[src/rtl/counter_updn_mod.sv]
// counter_updn_mod: parametrised up/down counter with wrap or saturate, load, terminal count and sticky overflow
//   clk      rising-edge clock
//   rst      asynchronous reset, active-low
//   en       count enable
//   updn     direction, 1 = up, 0 = down
//   load     synchronous parallel load, beats en
//   din      load value, clamped to MAX_VAL
//   clr_ovf  synchronous clear of ovf; a same-edge set wins
//   q        registered count in 0..MAX_VAL
//   tc       combinational terminal count (next enabled step crosses a boundary)
//   ovf      sticky registered boundary-crossing flag
module counter_updn_mod #(
  parameter int WIDTH    = 4,
  parameter int MAX_VAL  = 15,
  parameter int SATURATE = 0
) (
  input  logic             clk,
  input  logic             rst,
  input  logic             en,
  input  logic             updn,
  input  logic             load,
  input  logic [WIDTH-1:0] din,
  input  logic             clr_ovf,
  output logic [WIDTH-1:0] q,
  output logic             tc,
  output logic             ovf
);
  localparam logic [WIDTH-1:0] MAXV = WIDTH'(MAX_VAL);
  localparam logic             SAT  = (SATURATE != 0);
  logic             at_top;
  logic             at_bot;
  logic [WIDTH-1:0] up_val;
  logic [WIDTH-1:0] dn_val;
  logic [WIDTH-1:0] q_next;
  assign at_top = (q == MAXV);
  assign at_bot = (q == '0);
  assign tc     = en & ~load & (updn ? at_top : at_bot);
  // at a boundary saturation holds q, otherwise the count wraps to the opposite end
  assign up_val = at_top ? (SAT ? q : '0)   : q + 1'b1;
  assign dn_val = at_bot ? (SAT ? q : MAXV) : q - 1'b1;
  always_comb begin
    q_next = load ? ((din > MAXV) ? MAXV : din) : !en ? q : updn ? up_val : dn_val;
  end
  always_ff @(posedge clk or negedge rst) begin
    if (!rst) begin
      q   <= '0;
      ovf <= 1'b0;
    end else begin
      q   <= q_next;
      ovf <= tc | (ovf & ~clr_ovf);
    end
  end
endmodule

[config.mk]
export PLATFORM = sky130hd
export DESIGN_NAME = counter_updn_mod
export DESIGN_NICKNAME = d
export VERILOG_FILES = /design/src/rtl/counter_updn_mod.sv
export SDC_FILE = /design/constraint.sdc
export NUM_CORES = 1
export LEC_CHECK = 0
export CORE_AREA = 2 2 39 41
export DETAILED_ROUTE_END_ITERATION = 6
export DIE_AREA = 0 0 41 43
export PLACE_DENSITY_LB_ADDON = 0.3
export REMOVE_ABC_BUFFERS = 1
export SYNTH_ARGS = -nofsm -noshare
export SYNTH_HDL_FRONTEND = slang
export SYNTH_SLANG_ARGS = --single-unit
[constraint.sdc]
create_clock -name clk -period 1.98 [get_ports clk]
set_input_delay 0.396 -clock clk [delete_from_list [all_inputs] [get_ports clk]]
set_output_delay 0.396 -clock clk [all_outputs]
set_load 0.01 [all_outputs]
# After elaboration in Yosys (flattened, before gate mapping)
# Index checks and enable logic that the tools add are counted.
# Widths: inputs -> output; s select.
[totals] reg_bits=5 inputBits=10 output_inout_bits=6 word_cells=21
[op_classes] add_sub_neg=2 n_lt_le_gt_ge=1 eq_ne=1 mux=7 bitwise=6 reduce_logical=2
[ops] operator="$mux 4" n=6
[ops] operator="$add 4x1->4 const B" n=1
[ops] operator="$eq 4x4->1 const B" n=1
[ops] operator="$gt 4x4->1 const B" n=1
[ops] operator="$logic_not 4->1" n=1
[ops] operator="$sub 4x1->4 const B" n=1
[ops] operator="$and 1x1->1" n=3
[ops] operator="$not 1->1" n=2
[ops] operator="$reduce_bool 2->1" n=1
[ops] operator="$mux 1" n=1
[ops] operator="$or 1x1->1" n=1

# Logic depth before layout (Yosys ltp)
# Gate-level depths: netlist of the first run.
[logic_depth] word_depth=5 mapped_depth=6 ltp_nobuf=6

# Worst setup path before layout of the first run
# No wires, ideal clock.
[synth_timing] path_type="register to output" startpoint="register q[0]" endpoint="output port tc" t_arrival_ps=1274 required_time_ps=1584 slack_ps=310 path_stages_with_launch=7 n_path_buf=0 cell_sequence="dfrtp_1 > inv_1 > ha_1 > nand2b_4 > nor3_1 > a41oi_1 > nor3_1"
[synth_via] elab_chain_cells=3 word_cells_on_any_way=4 classes_between="eq/ne: 1; mux: 1; bitwise: 1; reduce/logical: 1"
[synth_rtl] element="from (decl)" line_no="24" rtl="output logic [WIDTH-1:0] q,"
[synth_rtl] element="from (signal assigned)" line_no="49" rtl="q <= q_next;"
[synth_rtl] element="$eq 4x4->1 or $logic_not 4->1 (tied branches)" line_no="35, 36"
[synth_rtl] element="$mux 1 *" line_no="37" rtl="assign tc = en & ~load & (updn ? at_top : at_bot);"
[synth_rtl] element="$and 1x1->1 *" line_no="37"
[synth_rtl] element="to (decl)" line_no="25" rtl="output logic tc,"
# Mark *: on every way between the ends. The rest lies on a longest branch, timed or not.

# Final worst setup path of the first run
# Ends and elaborated chain as after synthesis.

==> metrics.md, run 1 <==
| Metric | Value |
|---|---|
| Worst-margin pin slew | 0.276 ns |
| H-tree lvl count | 1 |
| Final setup fails | 0 |
| Routability cong. | around 0.77 |
| Most frequent cells in the layout | clkdlybuf4s50_1, buf_4, inv_1, nand2_1, dfrtp_1 |
| Seq/Total Area, Yosys | 0.342 |
| Flop pwr share | 0.306 |
| Global route overflow | 0 |
| Slew HR | 0.813 |
| DR WL/cell | 11.0 um |
| Die Y | 43 um |
| Placed cells | 79 |
| Register-to-Register Setup Slack | 0.61 ns |
| P_leak | 0.271 nW |
| Post-detail-place hpwl | 727 um |
| Pre-CTS setup slack | -0.335 ns |
| Root Driver | clkbuf_4 |
| Internal power | between 200 and 300 uW |
| Initial DRC Count | 5 |
| Total power | 409 uW |
| Crit Reg-Reg Startpoint | q[0]$_DFFE_PN0P_ |
| Clock sinks | 5 |
| Crit share post-route | 0.928 |
| Synthesis Warnings | 0 |
| Residual DRC | 0 |
| Crit path arrival time | 1.44 ns |
| Clock transition at the registers of the reported paths | 0.04 ns |
| Max IR drop VDD | 0.000423 V |
| Fillers | 143 |
| Die width | 41 um |
| Crit Path Max Fanout | 2 |
| # nets final | 80 |
| Cells after synthesis | 41 |
| Status | completed |
| Clk_lat worst skew | 0.24 ns |
| Fin Clk Skew | 0.00147 ns |
| CTS hold repair buffers | 0 |
| CP max-delay cell | dfrtp_1 |
| Non-Filler Instances | 83 |
| Die area | 1760 um2 |
| Clock buffer depth | 2 |
| Sw Ratio | 0.303 |
| Yosys reg bits | 5 |
| Largest net degree at the start of global routing | 9 |
| Hold Path Class | in2async |
| Final Core Density | 0.453 |
| Drt first pass iters | 2 |
| Fin crit period | approximately 1.8 ns |
| CTS buffer count | 3 |
| Area Overhead vs Synth | 71.6% |
| Top-level port count | 16 |
| Num rows | 14 |
| CP Launch Point | q[0]$_DFFE_PN0P_ |
| WP buf/inv | 2 |
| CP Depth | 7 |
| Gr usage total | 0.129 |
| Pins over their slew limit | 0 |
| Fin. Hold Viols | 0 |
| Vias/cell | 4.67 |
| Worst r2r dst | q[3]$_DFFE_PN0P_ |
| Core ar. | 1380 um2 |
| Antenna-violating nets left | 0 |
| Antenna fix cells | 0 |
| Via count | roughly 390 |
| Max stage delay on crit path | roughly 0.37 ns |
| Global-route wire length before repair | around 1500 um |
| Port Buf Inserts | 15 |
| Drt total wl | around 900 um |
| Number of global-route vias before repair | around 350 |
| CTS tree | done |
| Unrepaired setup endpoints after global routing | no |
| CP Cell Sequence | inv_1, ha_2, nand2b_4, nor3_2, a41oi_2, nor3_1, clkbuf_2 |
| Syn avg cell area | approximately 9 um2 |
| Post-synthesis cell area | 365 um2 |
| Worst setup margin | between 0.1 and 0.15 ns |
| CP required | 1.58 ns |
| Crit end category | primary output |
| Setup_tns | 0 ns |
| Most common cell after layout, fill and taps aside | clkdlybuf4s50_1 |
| Setup CP Type | reg2out |
| Clock power share | 0.286 |
| Post-CTS Setup Inserts | 0 |
| Max Cap Viol | 0 |
| Cell area power density | between 600 and 700 nW/um2 |
| Max Clk Rate | approximately 540 MHz |
| Yosys cell types | 21 |
| R2R depth | 6 |
| Largest delay share family, worst path | flip-flops |
| Share of power burned in combinational logic | 0.407 |
| Type of origin of the critical path | flop |
| Initial Utilization | 0.264 |
| Antenna violations before repair | 0 |
| Fraction of layout cells with a size suffix above 1 | 0.269 |
| Psw | roughly 120 uW |
| Critical Path Sink | tc |
cells in the mapped netlist (all sizes together):
master,n,area (um2)
o32ai,1,8.76
inv,5,18.8
and3,1,6.26
ha,2,25.0
nor4b,1,8.76
nand2,5,18.8
xnor2,3,26.3
nor3,2,10.0
o311ai,1,8.76
nor2,2,7.51
o221ai,1,15.0
mux2i,1,10.0
a22o,1,8.76
o21ai,3,15.0
a41oi,1,8.76
clkbuf,1,3.75
o21bai,1,7.51
nand2b,1,13.8
a21oi,3,18.8
dfrtp,5,125
through the flow:
stage / hold slack (ns) / area [um2]
after CTS: 0.385 / 631
after floorplan: 0.100 / 362
final: 0.383 / 627
after global placement: 0.523 / 592
after global routing: 0.400 / 627
after detailed placement: 0.531 / 592
layer usage:
metal | share of wire | track usage | up-vias | routed length, um
met1 | 0.46 | 0.166 | 176 | 422
met4 | 0 | 0.0400 | 0 | 0
li1 | - | - | 199 | -
met5 | 0 | 0 | - | 0
met2 | 0.47 | 0.184 | 13 | 423
met3 | 0.069 | 0.0628 | 0 | 63
final cells by class:
| cell class | count | area, um2 | area share |
|---|---|---|---|
| clock buffers | 4 | 26.3 | 0.0419 |
| inverters | 5 | 18.8 | 0.0299 |
| multi-input cells | 30 | 233 | 0.371 |
| flip-flops and latches | 5 | 125 | 0.200 |
| well taps | 16 | 20.0 | 0.0319 |
| repair buffers | 23 | 204 | 0.325 |
cells by family after synthesis:
kind of cell | Yosys count | share of synthesized area
AND/OR/NAND/NOR | 12 | 0.178
multiplexers | 1 | 0.0274
buffers and inverters | 6 | 0.0616
flip-flops | 5 | 0.342
adder cells (fa/ha/maj) | 2 | 0.0685
XOR/XNOR | 3 | 0.0719
AO/OA/AOI/OAI | 12 | 0.250
worst min-delay path by stage:
stage / startpoint / end
2_1_floorplan: rst / ovf$_DFF_PN0_
3_5_place_dp: ovf$_DFF_PN0_ / ovf$_DFF_PN0_
5_1_grt: rst / ovf$_DFF_PN0_
6_report: rst / ovf$_DFF_PN0_
3_3_place_gp: ovf$_DFF_PN0_ / ovf$_DFF_PN0_
4_1_cts: rst / q[1]$_DFFE_PN0P_
state kept, by name (all words and copies together) (netlist names):
signal,cells
q,4
ovf,1
power groups by stage:
stage | clock network (mW) | registers, mW | logic (mW)
floorplan | 0 | 0.141 | 0.0631
detailed placement | 0 | 0.125 | 0.165
global placement | 0 | 0.125 | 0.163
CTS | 0.126 | 0.125 | 0.169
global route | 0.134 | 0.127 | 0.183
finish | 0.117 | 0.125 | 0.166
what timing repair did:
item,4_1_cts,5_1_grt
hold endpoints to repair,0,0
gates resized for setup,5,2
gates cloned,0,0
endpoints found under the setup margin,1,1
(Power assumes the default switching activity.)
==> inputs of run 2 (changes only) <==
--- a/config.mk
+++ b/config.mk
@@ -8,8 +8,9 @@
 export CORE_AREA = 2 2 39 41
 export DETAILED_ROUTE_END_ITERATION = 6
 export DIE_AREA = 0 0 41 43
-export PLACE_DENSITY_LB_ADDON = 0.3
+export PLACE_DENSITY_LB_ADDON = 0.15
 export REMOVE_ABC_BUFFERS = 1
+export SLEW_MARGIN = 20
 export SYNTH_ARGS = -nofsm -noshare
 export SYNTH_HDL_FRONTEND = slang
 export SYNTH_SLANG_ARGS = --single-unit
==> run 2 against run 1 <==
Net effect:
- worst setup slack worse by 0.047 ns
- largest cell class is now non-clock buffers
- via count rose by 1.3%
- critical endpoint unchanged
- die area is the same
==> metrics.md, run 2 (same netlist as run 1, synthesis figures left out) <==
| Metric | Value |
|---|---|
| Status | completed (unchanged) |
| Port Buf Inserts | 15 (unchanged) |
| Antenna-violating nets left | 0 (unchanged) |
| Num rows | 14 (unchanged) |
| Fillers | 154 (was 143) |
| Psw | 123 uW (was 124 uW) |
| Worst setup margin | 0.0950 ns (was 0.142 ns) |
| Placed inst area | 614 um2 (was 592 um2) |
| Final setup fails | 0 (unchanged) |
| Gr usage total | 0.134 (was 0.129) |
| Die Y | 43 um (unchanged) |
| Core ar. | 1380 um2 (unchanged) |
| Fraction of layout cells with a size suffix above 1 | 0.296 (was 0.269) |
| Internal power | 293 uW (was 285 uW) |
| Top-level port count | 16 (unchanged) |
| Drt total wl | 939 um (was 909 um) |
| Top Metal Used | met3 (unchanged) |
| Design Area, Final | 651 um2 (was 627 um2) |
| Vias/cell | 4.52 (was 4.67) |
| Unrepaired setup endpoints after global routing | no (unchanged) |
| CTS tree | done (unchanged) |
| Pins over their slew limit | 0 (unchanged) |
| Fin crit period | 1.88 ns (was 1.84 ns) |
| CP required | 1.58 ns (about the same) |
| CTS hold repair buffers | 0 (unchanged) |
| Post-detail-place hpwl | 788 um (was 727 um) |
| Setup CP Type | in2out (was reg2out) |
| Initial DRC Count | 1 (was 5) |
| Register-to-Register Setup Slack | 0.50 ns (was 0.61 ns) |
| Largest reg by FF count | q (unchanged) |
| H-tree lvl count | 1 (unchanged) |
| Pre-CTS setup slack | -0.316 ns (was -0.335 ns) |
| Routability cong. | 0.700 (was 0.775) |
| Antenna violations before repair | 0 (unchanged) |
| Slew HR | 0.825 (was 0.813) |
| Largest registers | q x4, ovf x1 (unchanged) |
| Type of origin of the critical path | input port (was flop) |
| Crit share post-route | 0.952 (was 0.928) |
| Most common cell after layout, fill and taps aside | clkdlybuf4s50_1 (unchanged) |
| Crit end category | primary output (unchanged) |
| Share of power burned in combinational logic | 0.428 (was 0.407) |
| # nets final | 84 (was 80) |
| P_leak | 0.289 nW (was 0.271 nW) |
| Worst r2r dst | q[3]$_DFFE_PN0P_ (unchanged) |
| Most frequent cells in the layout | clkdlybuf4s50_1, buf_4, inv_1, nand2_1, dfrtp_1 (unchanged) |
| Number of global-route vias before repair | 378 (was 351) |
| Drt first pass iters | 2 (unchanged) |
| CTS buffer count | 3 (unchanged) |
| Global route overflow | 0 (unchanged) |
| R2R depth | 7 (was 6) |
| Total power | 416 uW (was 409 uW) |
| Die width | 41 um (unchanged) |
| DRT met1 WL | 449 um (was 422 um) |
| Max Cap Viol | 0 (unchanged) |
| Via count | 393 (was 388) |
| Fin Clk Skew | 0.000398 ns (was 0.00147 ns) |
| Fin. Hold Viols | 0 (unchanged) |
| DR WL/cell | 10.8 um (was 11.0 um) |
| Hold Path Class | in2async (unchanged) |
| Crit Path Max Fanout | 2 (unchanged) |
| Global-route wire length before repair | 1590 um (was 1480 um) |
| Max IR drop VDD | 0.000282 V (was 0.000423 V) |
| Hold WS | 0.376 ns (was 0.383 ns) |
| Cell area power density | 639 nW/um2 (was 652 nW/um2) |
| Residual DRC | 0 (unchanged) |
| Clk_lat worst skew | 0.24 ns (about the same) |
| Crit path arrival time | 1.49 ns (was 1.44 ns) |
| Flop pwr share | 0.298 (was 0.306) |
| Initial Utilization | 0.264 (unchanged) |
| Sw Ratio | 0.296 (was 0.303) |
| Max Clk Rate | 531 MHz (was 544 MHz) |
| Setup_tns | 0 ns (unchanged) |
| Met2 WL | 454 um (was 423 um) |
| Antenna fix cells | 0 (unchanged) |
| Met3 wire len | 34 um (was 63 um) |
| Root Driver | clkbuf_4 (unchanged) |
| Clock transition at the registers of the reported paths | 0.04 ns (about the same) |
| Clock buffer depth | 2 (unchanged) |
| Largest net degree at the start of global routing | 10 (was 9) |
| Die area | 1760 um2 (unchanged) |
| Worst-margin pin slew | 0.259 ns (was 0.276 ns) |
| Clock power share | 0.275 (was 0.286) |
| Crit Reg-Reg Startpoint | q[0]$_DFFE_PN0P_ (unchanged) |
| Area Overhead vs Synth | 78.1% (was 71.6%) |
| Clock sinks | 5 (unchanged) |
| Largest register FFs | 4 (unchanged) |
## run 2: cell count changes in the layout (fill, tap and decap cells not counted), sizes merged
cell and delta:
buf +5, clkbuf -1, clkdlybuf4s50 +1, dlygate4sd2 -1
## run 2: power groups by stage
stage / clock, mW / combinational (mW) / sequential (mW)
after floorplan: 0 / 0.0631 / 0.141
after global placement: 0 / 0.175 / 0.124
after detailed placement: 0 / 0.175 / 0.124
after CTS: 0.120 / 0.178 / 0.123
after global routing: 0.135 / 0.197 / 0.125
final: 0.114 / 0.178 / 0.124
## run 2: how the worst max path moves through the flow
| stage | end | from | slack (ns) |
|---|---|---|---|
| floorplan | tc | q[0]$_DFFE_PN0P_ | 0.31 |
| global placement | tc | updn | -0.30 |
| detailed placement | tc | updn | -0.32 |
| CTS | tc | updn | 0.06 |
| global route | tc | updn | 0.006 |
| finish | tc | updn | 0.1 |
## run 2: through the flow
step	std cells	utilization
2_1_floorplan	40	-
3_5_place_dp	82	0.444
5_1_grt	87	0.470
4_1_cts	87	0.465
6_report	87	0.470
3_3_place_gp	82	0.444
## run 2: critical path, cell delays in order
cell             delay (ns)
clkdlybuf4s50_1        0.43
nand2b_4               0.15
nor3_2                 0.10
a41oi_1                0.08
nor3_1                 0.18
buf_2                  0.15
## run 2: per-layer routing
| metal | vias up | global-route usage |
|---|---|---|
| li1 | 206 | - |
| met1 | 178 | 0.194 |
| met2 | 9 | 0.184 |
| met3 | 0 | 0.0157 |
| met4 | 0 | 0.0800 |
| met5 | - | 0 |
## run 2: cell type report
cell class | count | area (um2) | share of cell area
tap | 16 | 20.0 | 0.0308
clock buffer | 4 | 26.3 | 0.0404
timing repair buffer | 27 | 235 | 0.362
multi-input combinational | 30 | 225 | 0.346
sequential | 5 | 125 | 0.192
inverter | 5 | 18.8 | 0.0288
## run 2: timing repair
action	4_1_cts	5_1_grt
hold endpoints to repair	0	0
resized for setup	4	2
setup endpoints to repair	1	1
pin swaps	1	0
buffers inserted	1	0
